$ cat src/rtl/booth_seq_mult.sv
// Sequential radix-2 Booth multiplier with one partial-product step per clock and a start/done handshake.
// Optional build macro MULT_SIGNED_SEL_EN adds an is_signed port that selects signed or unsigned operands.

module mux3 #(
    parameter int WIDTH = 8
) (
    input  logic [1:0]       sel,
    input  logic [WIDTH-1:0] d0,
    input  logic [WIDTH-1:0] d1,
    input  logic [WIDTH-1:0] d2,
    output logic [WIDTH-1:0] y
);
    always_comb begin
        case (sel)
            2'b01:   y = d1;
            2'b10:   y = d2;
            default: y = d0;
        endcase
    end
endmodule

module booth_seq_mult #(
    parameter int WIDTH = 8
) (
    input  logic               clk,
    input  logic               reset,
    input  logic               start,
    input  logic [WIDTH-1:0]   multiplicand,
    input  logic [WIDTH-1:0]   multiplier,
`ifdef MULT_SIGNED_SEL_EN
    input  logic               is_signed,
`endif
    output logic               busy,
    output logic               done,
    output logic [2*WIDTH-1:0] product
);
    localparam int N  = WIDTH + 1;
    localparam int AW = N + 1;
    localparam int CW = $clog2(N + 1);

    typedef enum logic [1:0] {IDLE, RUN, DONE} state_t;

    state_t             state_q, state_d;
    logic [AW-1:0]      a_q, a_d;
    logic [N-1:0]       q_q, q_d;
    logic               q1_q, q1_d;
    logic [N-1:0]       m_q, m_d;
    logic [CW-1:0]      cnt_q, cnt_d;
    logic [2*WIDTH-1:0] product_q, product_d;
    logic               busy_q, busy_d;
    logic               done_q, done_d;

    logic               signed_op;
    logic [1:0]         sel;
    logic [AW-1:0]      m_pos, m_neg, addend, a_sum;

`ifdef MULT_SIGNED_SEL_EN
    assign signed_op = is_signed;
`else
    assign signed_op = 1'b1;
`endif

    // A is one bit wider than M so that negating the most negative M stays representable.
    assign m_pos = {m_q[N-1], m_q};
    assign m_neg = -m_pos;
    assign sel   = {q_q[0] & ~q1_q, ~q_q[0] & q1_q};

    mux3 #(.WIDTH(AW)) u_addend_mux (
        .sel (sel),
        .d0  ('0),
        .d1  (m_pos),
        .d2  (m_neg),
        .y   (addend)
    );

    assign a_sum = a_q + addend;

    // NOTE: every signal written here gets a default first, so no path leaves it unassigned (no latches).
    always_comb begin
        state_d   = state_q;
        a_d       = a_q;
        q_d       = q_q;
        q1_d      = q1_q;
        m_d       = m_q;
        cnt_d     = cnt_q;
        product_d = product_q;
        case (state_q)
            IDLE: begin
                if (start) begin
                    a_d     = '0;
                    q_d     = {signed_op & multiplier[WIDTH-1], multiplier};
                    q1_d    = 1'b0;
                    m_d     = {signed_op & multiplicand[WIDTH-1], multiplicand};
                    cnt_d   = '0;
                    state_d = RUN;
                end
            end
            RUN: begin
                a_d   = {a_sum[AW-1], a_sum[AW-1:1]};
                q_d   = {a_sum[0], q_q[N-1:1]};
                q1_d  = q_q[0];
                cnt_d = cnt_q + CW'(1);
                if (cnt_q == CW'(N - 1)) begin
                    // Low 2*WIDTH bits of {A,Q}: all of Q plus the bottom WIDTH-1 bits of A.
                    product_d = {a_d[WIDTH-2:0], q_d};
                    state_d   = DONE;
                end
            end
            DONE: state_d = IDLE;
            default: state_d = IDLE;
        endcase
        busy_d = (state_d == RUN);
        done_d = (state_d == DONE);
    end

    // NOTE: state registers use non-blocking assignments so all flops update together on the edge.
    always_ff @(posedge clk or posedge reset) begin
        if (reset) begin
            state_q   <= IDLE;
            a_q       <= '0;
            q_q       <= '0;
            q1_q      <= 1'b0;
            m_q       <= '0;
            cnt_q     <= '0;
            product_q <= '0;
            busy_q    <= 1'b0;
            done_q    <= 1'b0;
        end else begin
            state_q   <= state_d;
            a_q       <= a_d;
            q_q       <= q_d;
            q1_q      <= q1_d;
            m_q       <= m_d;
            cnt_q     <= cnt_d;
            product_q <= product_d;
            busy_q    <= busy_d;
            done_q    <= done_d;
        end
    end

    assign busy    = busy_q;
    assign done    = done_q;
    assign product = product_q;
endmodule
$ cat config.mk
export PLATFORM = sky130hd
export DESIGN_NAME = booth_seq_mult
export DESIGN_NICKNAME = d
export VERILOG_FILES = /design/src/rtl/booth_seq_mult.sv
export SDC_FILE = /design/constraint.sdc
export NUM_CORES = 1
export LEC_CHECK = 0
export BUFFER_PORTS_ARGS = -buffer_cell sky130_fd_sc_hd__buf_4
export CAP_MARGIN = 20
export CORE_MARGIN = 3
export CORE_UTILIZATION = 50
export DETAILED_ROUTE_END_ITERATION = 8
export PLACE_DENSITY = 0.77
export REMOVE_ABC_BUFFERS = 1
export SETUP_SLACK_MARGIN = 0.05
export SYNTH_ARGS = -nofsm -noshare
export SYNTH_HDL_FRONTEND = slang
export SYNTH_SLANG_ARGS = --single-unit
$ cat constraint.sdc
create_clock -name clk -period 7.4 [get_ports clk]
set_input_delay 0.74 -clock clk [delete_from_list [all_inputs] [get_ports clk]]
set_output_delay 0.74 -clock clk [all_outputs]
set_load 0.02 [all_outputs]
---- Yosys cells after proc, flatten, opt, wreduce, memory -nomap -nowiden ----
Index checks and enable logic that the tools add are counted.
operators by class
  multiplexer cells ....................... 12
  bitwise operators ....................... 4
  equality and inequality tests ........... 7
  reduce and logical (&&, ||, !) cells .... 5
  $add $sub $neg .......................... 3
operators with widths
  cell                 number
  $pmux 10 s2          2
  $pmux 9 s2           1
  $add 10x10->10       1
  $mux 10              1
  $neg 10->10          1
  $mux 9               1
  $pmux 4 s2           1
  $eq 2x1->1 const B   3
  $reduce_and 2->1     3
  $add 4x1->4 const B  1
  $eq 2x2->1 const B   2
  $eq 4x4->1 const B   1
  $mux 2               2
  $mux 4               1
  $pmux 2 s2           1
  $and 1x1->1          2
  $logic_not 2->1      1
  $ne 2x2->1 const B   1
  $not 1->1            2
  $pmux 1 s2           1
  $reduce_bool 2->1    1
  $mux 1               1
word-level totals
  output and inout bits ................... 18
  word-level logic and storage cells ...... 40
  bits of input ports ..................... 19
  flip-flop bits (word level) ............. 52

---- Logic depth before layout (Yosys ltp) ----
Gate-level depths: netlist (run 1).
  depth after elaboration ................. 6
  gate-level depth with buffers ........... 14
  mapped depth without buffers ............ 13

---- Hierarchy ----
Synthesis (run 1) repeated with hierarchy kept, for this count alone.
unflattened totals
  cell total of the unflattened synthesis .. 265
  area total of the unflattened synthesis .. 2,859.0 um^2
modules (own cells, without submodules)
  module          area an instance (um^2)  cells an instance  instances
  booth_seq_mult  2,541.2                  227                1
  mux3            317.8                    38                 1

---- Least setup slack after synthesis (run 1) ----
No wires, ideal clock.
  path kind ............................... register to register
  start point ............................. register q_q[0]
  end point ............................... register a_q[7]
  arrival time ............................ 2,628 ps
  stages on the path, launching flop included .. 14
  required time ........................... 7,305 ps
  library setup time ...................... 95 ps
  clock period less this slack ............ 2,724 ps
  path buffers ............................ 1
  slack ................................... 4,676 ps
  path through ............................ dfrtp_1 -> inv_1 -> ha_1 -> clkbuf_4 -> a211oi_1 -> ha_1 -> inv_1 -> fa_1 -> nor2b_1 -> o21a_1 -> o21ai_1 -> a2111oi_2 -> nor3_1 -> o31ai_1
on the way
  word-level cells in the longest chain between the ends .. 6
ends and longest elaborated chain
  what                                             RTL line  RTL
  start: declaration                               45        logic [N-1:0] q_q, q_d;
  start signal: assignment                         131       q_q <= q_d;
  $not 1->1                                        66        assign sel = {q_q[0] & ~q1_q, ~q_q[0] & q1_q};
  $and 1x1->1                                      66
  $eq 2x2->1 / $eq 2x1->1 (equally long branches)  14        case (sel)
  $pmux 10 s2 *                                    14
  $add 10x10->10 *                                 76        assign a_sum = a_q + addend;
  $pmux 10 s2 *                                    87        case (state_q)
  end signal: assignment                           120       a_q <= '0;
  end signal: assignment                           130       a_q <= a_d;
  end: declaration                                 44        logic [AW-1:0] a_q, a_d;
Mark *: on every way between the ends. The rest lies on a longest branch, timed or not.
A chain may end at the register's enable or synchronous reset.

---- Worst setup path in the final report (run 1) ----
  start point ............................. register q1_q
  end point ............................... register a_q[7]
on the way
  word-level cells in the longest chain between the ends .. 6
ends and longest elaborated chain
  what                                             RTL line  RTL
  start: declaration                               46        logic q1_q, q1_d;
  start signal: assignment                         132       q1_q <= q1_d;
  $not 1->1                                        66
  $and 1x1->1                                      66
  $eq 2x2->1 / $eq 2x1->1 (equally long branches)  14
  $pmux 10 s2 *                                    14
  $add 10x10->10 *                                 76
  $pmux 10 s2 *                                    87
Marks and branches as above.

==> results of run 1 <==
[where the power goes]
group	total (µW)	internal (µW)	leakage (µW)	switching [µW]
logic	612	265	0.000783	346
registers	501	398	0.000643	103
clock network	173	76.5	0.0000474	96.4
total	1290	739	0.00147	546
[logic make-up (layout without fill, tap and decap cells)]
group / count (synthesis) / count (layout) / synth area share (%)
flip-flops: 51 / 51 / 46.8
AND/OR/NAND/NOR: 109 / 109 / 18.1
XOR/XNOR: 5 / 5 / 1.88
AO/OA/AOI/OAI: 83 / 83 / 18.8
buffers and inverters: 27 / 61 / 4.82
multiplexers: 6 / 6 / 2.48
adder cells (fa/ha/maj): 15 / 15 / 7.16
[sequential cells by signal, indices dropped and copies added, names as in the netlist]
name	cells
product	16
a_q	9
q_q	9
m_q	8
cnt_q	4
state_q	2
busy	1
done	1
q1_q	1
[through the flow]
step / hold slack [ns] / power (µW)
after detailed placement: 0.464 / 1110
after global routing: 0.409 / 1400
after global placement: 0.467 / 1100
after CTS: 0.489 / 1290
final: 0.388 / 1290
after floorplan: 0.446 / 927
[worst register-to-register path, stage by stage, from the launching register on]
cell	delay (ns)
dfrtp_1	0.40
inv_1	0.06
ha_1	0.29
inv_1	0.18
a211oi_1	0.28
ha_1	0.23
inv_1	0.06
fa_1	0.40
nor2b_1	0.13
o21a_1	0.15
o21ai_1	0.10
a2111oi_2	0.36
nor3_1	0.09
o31ai_1	0.24
[area by class of cell]
cell class,count,area (µm²)
Fill cell,475,2070
Multi-Input combinational cell,218,1320
Sequential cell,51,1280
Timing Repair Buffer,38,298
Tap cell,70,87.6
Clock buffer,6,82.6
Inverter,15,56.3
Clock inverter,2,16.3
[path summary, 6_finish.rpt]
| check | endpoint | startpoint | slack, ns |
|---|---|---|---|
| setup / recovery | a_q[7]$_DFFE_PP0P_ | q1_q$_DFFE_PP0P_ | 4.35 |
| hold / removal | m_q[1]$_DFFE_PP0P_ | reset | 0.39 |
| setup reg to reg | a_q[7]$_DFFE_PP0P_ | q1_q$_DFFE_PP0P_ | 4.35 |
| hold reg to reg | product[7]$_DFFE_PP0P_ | product[7]$_DFFE_PP0P_ | 0.48 |
| max in group asynchronous | product[14]$_DFFE_PP0P_ | reset | 6.51 |
| min in group clk | product[7]$_DFFE_PP0P_ | product[7]$_DFFE_PP0P_ | 0.48 |
[layout by cell type (no fill, tap or decap), types with 6 or more instances in the layout]
| cell type | Yosys | routed |
|---|---|---|
| a21oi_1 | 18 | 18 |
| a22oi_1 | 10 | 10 |
| buf_4 | 1 | 37 |
| clkbuf_8 | 2 | 6 |
| dfrtp_1 | 51 | 51 |
| ha_1 | 14 | 14 |
| inv_1 | 15 | 14 |
| mux2_2 | 6 | 6 |
| nand2_1 | 61 | 61 |
| nor2_1 | 15 | 15 |
| nor2b_1 | 9 | 9 |
| nor3_1 | 12 | 12 |
| o21ai_0 | 29 | 29 |
[routing by layer]
metal	GRT usage, %	vias to the layer above	wire length (µm)
met5	0	-	0
met4	6.25	0	92
met3	3.84	10	235
met2	31.9	41	2650
met1	24.8	1029	2510
li1	-	1093	-
==> results.md, run 1 <==
* Async SR Flop Fraction at 100%
* H-tree depth at 2
* Drc violations at 0
* Post-synth EDFFs at 0
* Top-area cell type share of the netlist area at 46.8%
* Clk_lat worst skew at 0.31 ns
* Setup slack after layout at 4.35 ns
* Crit path capture type: register
* All-Layer GR Usage at 19.1%
* Power per cell area at 410 nW/µm²
* Port Buffers at 36
* Synth warnings at 0
* Arr. time, crit path at 3.27 ns
* Cell chain of the critical path: inv_1 -> ha_1 -> inv_1 -> a211oi_1 -> ha_1 -> inv_1 -> fa_1 -> nor2b_1 -> o21a_1 -> o21ai_1 -> a2111oi_2 -> nor3_1 -> o31ai_1
* Starting Density at 52.4%
* Mean post-synth cell area at 9.21 µm²
* Layout cells sized above 1 at 18.2%
* Initial antenna violation count at 0
* DR pass1 iterations at 4
* Post-CTS sizing at 0
* Antenna Cells at 0
* I/O Pins at 37
* CTS Root Cell: clkbuf_8
* Seq cells post-synth at 51
* Critical path's largest stage delay at 0.40 ns
* Grt total ovfl at 0
* Place WS at 4.39 ns
* Post-Syn Area at 2730 µm²
* Post-Syn Instances at 296
* Clock skew at 0.00564 ns
* Gp weighted congestion at 0.875
* Core Rows at 26
* First-pass GRT wire length at 9.67 mm
* Crit path max fanout at 8
* TritonCTS buffer count at 5
* Vias post-DR at 2173
* Status: complete, no violations
* Yosys top cell by area: dfrtp_1
* Slowest-stage cell, CP: dfrtp_1
* TritonCTS clock tree: done
* LEAKAGE at 0.00147 µW
* Vias in the first global route at 2155
* Critical path class: register to register
* Vias per Instance at 5.43
* Area growth from synthesis to layout at 15.0%
* Fmax at 328 MHz
* Worst hold path class: input pin to asynchronous set/reset pin
* Placed wire-length estimate at 3.96 mm
* WP buf/inv at 3
* Minimum clock period at 3.05 ns
* Crit path depth at 13
* RSZ-0062 raised after global routing: false
* Max_cap viols at 0
* Yosys cell types at 44
* Wire length per cell at 13.7 µm
* Final Non-Filler Cells at 400
* Die H at 79.8 µm
* Top-count cell post-synth: nand2_1
* Layout Nets at 363
* Post-DP Area at 3020 µm²
* Slew @ Worst Pin at 0.830 ns
* Max Transition Viols Final at 0
* Final Util at 60.2%
* Relative slew slack at 44.6%
* Family with the most delay on the worst path: compound AO/OA/AOI/OAI gates
* Largest cells by area after synthesis: dfrtp_1 (47%), nand2_1 (8.4%), ha_1 (6.4%)
* Sequential fraction of the synthesis area at 46.8%
* Initial DRC count at 136
* Core ar. at 5200 µm²
* Setup TNS at 0 ns
* Post-CTS Setup Bufs at 0
* CTS max path bufs at 2
* Fin area at 3140 µm²
* Final Setup Violations at 0
* Worst vdd ir at 0.000208 V
* Worst EP required at 7.62 ns
* Final cycle utilization of the critical path at 41.3%
* Die W at 79.8 µm
* Fin. Hold Viols at 0
* Detail Route Antenna Nets at 0
* Worst setup SP type: register
* Cells after DPL at 391
* Reg2Reg Depth at 13
* Largest net degree at the start of global routing at 52
* Clock Sink Count at 51
* Die footprint at 6370 µm²
* Number of hold buffers added after cts at 0
* Most instantiated cells after synthesis: nand2_1 (61), dfrtp_1 (51), o21ai_0 (29)
* Top_reg_cell synth: dfrtp_1
* CTS clock-pin slew for the worst setup and hold paths at 0.09 ns
* Final wirelength at 5.49 mm
* Most used cell, CP: inv_1
Power figures use the tool's default switching activity.
==> inputs of run 2 (changes only) <==
--- a/config.mk
+++ b/config.mk
@@ -10,7 +10,7 @@
 export CORE_MARGIN = 3
 export CORE_UTILIZATION = 50
 export DETAILED_ROUTE_END_ITERATION = 8
-export PLACE_DENSITY = 0.77
+export PLACE_DENSITY = 0.8
 export REMOVE_ABC_BUFFERS = 1
 export SETUP_SLACK_MARGIN = 0.05
 export SYNTH_ARGS = -nofsm -noshare
==> constraint.sdc (replaced) <==
create_clock -name clk -period 2.75 [get_ports clk]
set_input_delay 0.275 -clock clk [delete_from_list [all_inputs] [get_ports clk]]
set_output_delay 0.275 -clock clk [all_outputs]
set_load 0.02 [all_outputs]
==> results.md, run 2 (synthesis gave the netlist of run 1 again) <==
* Status: complete, no violations
* Slew @ Worst Pin at 0.534 ns
* Minimum clock period at 2.69 ns
* Setup slack after layout at 0.0556 ns
* Multi-input logic area at 1400 µm²
* Final hold slack at 0.00720 ns
* Die H at 79.8 µm
* Drc violations at 0
* First-pass GRT wire length at 10.1 mm
* Sequential share of power at 34.8%
* Port Buffers at 36
* Worst setup SP type: register
* Core Rows at 26
* RSZ-0062 raised after global routing: true
* Wire length per cell at 14.6 µm
* Core ar. at 5200 µm²
* H-tree depth at 2
* Arr. time, crit path at 2.88 ns
* Commonest non-fill, non-tap cells in the layout: nand2_1 (61), dfrtp_1 (51), buf_4 (50), o21ai_0 (27), a21oi_1 (17)
* Max Transition Viols Final at 0
* Detail Route Antenna Nets at 0
* Final cycle utilization of the critical path at 98.0%
* Commonest non-fill, non-tap cell in the layout: nand2_1
* Clock share of power at 15.6%
* Layout cells sized above 1 at 26.1%
* FF+latch area at 1280 µm²
* Vias per Instance at 5.44
* Area growth from synthesis to layout at 23.5%
* Gp weighted congestion at 0.857
* NetSw at 1580 µW
* Die W at 79.8 µm
* Vias in the first global route at 2265
* Clk_lat worst skew at 0.30 ns
* Clock Sink Count at 51
* DR pass1 iterations at 4
* Largest net degree at the start of global routing at 27
* Final wirelength at 6.05 mm
* TritonCTS clock tree: done
* Power per cell area at 1160 nW/µm²
* Placed wire-length estimate at 4.16 mm
* CTS max path bufs at 2
* Starting Density at 52.4%
* Max reg flops at 16
* Final Util at 64.7%
* Clock skew at 0.00700 ns
* Initial antenna violation count at 0
* I/O Pins at 37
* Fin. Hold Viols at 0
* Worst hold path class: input pin to asynchronous set/reset pin
* Fmax at 371 MHz
* Grt total ovfl at 0
* Die footprint at 6370 µm²
* All-Layer GR Usage at 19.8%
* Filler cells at 427
* LEAKAGE at 0.00157 µW
* Place WS at -0.0289 ns
* Critical path class: register to register
* Antenna Cells at 0
* Layout Nets at 378
* Comb power frac at 49.6%
* Vias post-DR at 2256
* Relative slew slack at 64.4%
* Crit path capture type: register
* Max_cap viols at 0
* CTS Root Cell: clkbuf_8
* Final Setup Violations at 0
* Worst EP required at 2.93 ns
* TritonCTS buffer count at 5
* Switching Fraction at 40.5%
* CTS clock-pin slew for the worst setup and hold paths at 0.09 ns
* Worst vdd ir at 0.000495 V
* Internal power at 2330 µW
* Crit path max fanout at 7
* Initial DRC count at 109
[run 2: power by group through the flow]
stage                     registers (µW)  logic [µW]  clock network, µW
after floorplan                     1420        1070                  0
after global placement              1350        1650                  0
after detailed placement            1360        1710                  0
after CTS                           1350        1830                625
after global routing                1410        2160                648
final                               1360        1940                608
[run 2: cell type report]
cell class | count | area share [%]
Clock buffer | 6 | 2.15
Clock inverter | 2 | 1.78
Inverter | 15 | 1.75
Multi-Input combinational cell | 218 | 41.7
Sequential cell | 51 | 37.9
Tap cell | 70 | 2.60
Timing Repair Buffer | 53 | 12.1
[run 2: critical path, cell delays in order, from the launching register on]
cell	delay [ns]
dfrtp_1	0.43
buf_6	0.13
ha_4	0.16
buf_6	0.13
a22oi_1	0.15
or2_4	0.16
inv_1	0.04
ha_1	0.30
a211oi_2	0.24
o21a_1	0.23
o21ai_0	0.15
a31oi_1	0.22
xnor2_1	0.15
o21ai_1	0.07
[run 2: metrics by stage]
step / power (µW) / instance area (µm²) / cells / TNS [ns]
after global routing: 4220 / 3370 / 415 / -0.287
final: 3910 / 3370 / 415 / 0
after detailed placement: 3070 / 3090 / 401 / -0.0289
after global placement: 3000 / 3090 / 401 / 0
after floorplan: 2490 / 2650 / 284 / 0
after CTS: 3800 / 3300 / 413 / 0
[run 2: routing by layer]
layer,vias to the layer above,share of wire [%],GRT usage (%)
met4,0,2.0,4.73
met3,13,4.1,3.72
li1,1116,-,-
met2,54,51,35.3
met1,1073,43,24.6
met5,-,0,0
[run 2: what timing repair did]
action                                 in CTS  in global routing
buffers inserted                            4                  2
setup endpoints to repair                   1                  8
gates resized for setup                     8                 17
hold buffers                                0                  0
pin swaps                                   4                 11
endpoints found under the hold margin       0                  0
[run 2: worst paths after layout]
check / endpoint / slack, ns / startpoint / cells after the start
setup / recovery: a_q[8]$_DFFE_PP0P_ / 0.06 / q_q[0]$_DFFE_PP0P_ / 13
hold / removal: cnt_q[1]$_DFFE_PP0P_ / 0.007 / reset / 2
setup reg to reg: a_q[8]$_DFFE_PP0P_ / 0.06 / q_q[0]$_DFFE_PP0P_ / 13
hold reg to reg: product[11]$_DFFE_PP0P_ / 0.48 / product[11]$_DFFE_PP0P_ / 2
max in group asynchronous: product[12]$_DFFE_PP0P_ / 1.99 / reset / 3
min in group clk: m_q[1]$_DFFE_PP0P_ / 0.18 / multiplicand[1] / 3
==> inputs of run 3 (changes only) <==
--- a/config.mk
+++ b/config.mk
@@ -7,7 +7,7 @@
 export LEC_CHECK = 0
 export BUFFER_PORTS_ARGS = -buffer_cell sky130_fd_sc_hd__buf_4
 export CAP_MARGIN = 20
-export CORE_MARGIN = 3
+export CORE_MARGIN = 5
 export CORE_UTILIZATION = 50
 export DETAILED_ROUTE_END_ITERATION = 8
 export PLACE_DENSITY = 0.8
==> results.md, run 3 (synthesis gave the netlist of run 1 again) <==
* Status: complete, no violations
* Most used cell, CP: inv_2
* CTS clock-pin slew for the worst setup and hold paths at 0.09 ns
* Final hold slack at 0.183 ns
* I/O Pins at 37
* Minimum clock period at 2.66 ns
* Crit path capture type: register
* Worst EP required at 2.97 ns
* Final wirelength at 5.87 mm
* Slowest-stage cell, CP: dfrtp_1
* Die footprint at 7030 µm²
* LEAKAGE at 0.00155 µW
* Filler cells at 412
* Setup slack after layout at 0.0911 ns
* Layout cells sized above 1 at 25.3%
* CTS max path bufs at 2
* Clock skew at 0.00670 ns
* Area growth from synthesis to layout at 22.3%
* Core ar. at 5200 µm²
* First-pass GRT wire length at 10.0 mm
* Detail Route Antenna Nets at 0
* Drc violations at 0
* RSZ-0062 raised after global routing: true
* Fin. Hold Viols at 0
* DR pass1 iterations at 5
* H-tree depth at 2
* Multi-input logic area at 1410 µm²
* Arr. time, crit path at 2.88 ns
* Die W at 83.8 µm
* Critical path class: register to register
* Clock Sink Count at 51
* Grt total ovfl at 0
* Initial antenna violation count at 0
* Cell chain of the critical path: inv_2 -> ha_4 -> a211oi_2 -> ha_2 -> inv_2 -> fa_2 -> nor2b_1 -> o21a_1 -> o21ai_2 -> a2111oi_4 -> nor3_1 -> o31ai_1
* Fmax at 376 MHz
* Slew @ Worst Pin at 0.460 ns
* TritonCTS buffer count at 5
* Clk_lat worst skew at 0.31 ns
* TritonCTS clock tree: done
* Commonest non-fill, non-tap cells in the layout: nand2_1 (61), dfrtp_1 (51), buf_4 (50), o21ai_0 (26), a21oi_1 (17)
* Vias in the first global route at 2261
* Max reg flops at 16
* Starting Density at 52.4%
* Final Util at 64.1%
* Worst setup SP type: register
* Power per cell area at 1130 nW/µm²
* All-Layer GR Usage at 17.2%
* Final Setup Violations at 0
* Port Buffers at 36
* FF+latch area at 1280 µm²
* Relative slew slack at 69.3%
* Placed wire-length estimate at 4.10 mm
* Final cycle utilization of the critical path at 96.7%
* Crit path max fanout at 3
* Max_cap viols at 0
* Commonest non-fill, non-tap cell in the layout: nand2_1
* Antenna Cells at 0
* Vias post-DR at 2281
* Wire length per cell at 14.2 µm
* Critical path's largest stage delay at 0.42 ns
* Family with the most delay on the worst path: compound AO/OA/AOI/OAI gates
* Layout Nets at 378
* CTS Root Cell: clkbuf_8
* Worst hold path class: input pin to register
* Initial DRC count at 149
* Die H at 83.8 µm
* Largest net degree at the start of global routing at 35
* Worst vdd ir at 0.000662 V
* WP buf/inv at 2
* Max Transition Viols Final at 0
* Vias per Instance at 5.51
* Gp weighted congestion at 0.863
* Core Rows at 26
* Place WS at -0.0370 ns
==> run 3: through the flow <==
step                setup TNS [ns]  cells  power, µW  cell area [µm²]
floorplan                        0    284       2490             2650
global placement                 0    402       3000             3100
detailed placement         -0.0370    402       3070             3100
CTS                              0    412       3670             3270
global route                -0.104    414       4060             3340
finish                           0    414       3760             3340
==> run 3: path summary, 6_finish.rpt <==
| kind | slack (ns) | cells past startpoint | endpoint | from |
|---|---|---|---|---|
| max | 0.09 | 12 | a_q[7]$_DFFE_PP0P_ | q_q[0]$_DFFE_PP0P_ |
| min | 0.18 | 3 | m_q[1]$_DFFE_PP0P_ | multiplicand[1] |
| max reg2reg | 0.09 | 12 | a_q[7]$_DFFE_PP0P_ | q_q[0]$_DFFE_PP0P_ |
| min reg2reg | 0.48 | 1 | cnt_q[3]$_DFFE_PP0P_ | cnt_q[3]$_DFFE_PP0P_ |
| max in group asynchronous | 1.50 | 4 | product[13]$_DFFE_PP0P_ | reset |
| min in group asynchronous | 0.50 | 3 | m_q[5]$_DFFE_PP0P_ | reset |
==> run 3: worst reg2reg max path: stages (launching register included) <==
cell and delay [ns]:
dfrtp_1 0.42, inv_2 0.09, ha_4 0.21, a211oi_2 0.20, ha_2 0.22, inv_2 0.04, fa_2 0.35, nor2b_1 0.15
o21a_1 0.18, o21ai_2 0.10, a2111oi_4 0.35, nor3_1 0.09, o31ai_1 0.19
==> run 3: power breakdown <==
part           total (µW)  internal [µW]  switching (µW)
Combinational        1890            862            1030
Sequential           1360           1070             287
Clock                 509            267             242
==> run 3: final cells by class <==
class,instances,area share [%]
inverters,15,1.69
clock inverters,1,0.900
clock buffers,6,2.18
repair buffers,53,12.2
well taps,70,2.63
multi-input cells,218,42.1
flip-flops and latches,51,38.3
==> run 3: routing by layer <==
metal,GRT usage (%),vias to the layer above,wire length [µm]
met4,5.26,0,68
met2,29.3,63,3000
met1,21.4,1097,2490
li1,-,1114,-
met3,4.44,7,315
met5,0,-,0
==> run 3: what timing repair did <==
| item | CTS | global route |
|---|---|---|
| hold buffers | 1 | 0 |
| endpoints found under the hold margin | 17 | 0 |
| cloned | 0 | 0 |
| buffers inserted | 2 | 2 |
| endpoints found under the setup margin | 1 | 7 |
| gates resized for setup | 9 | 15 |
| pin swaps | 3 | 17 |
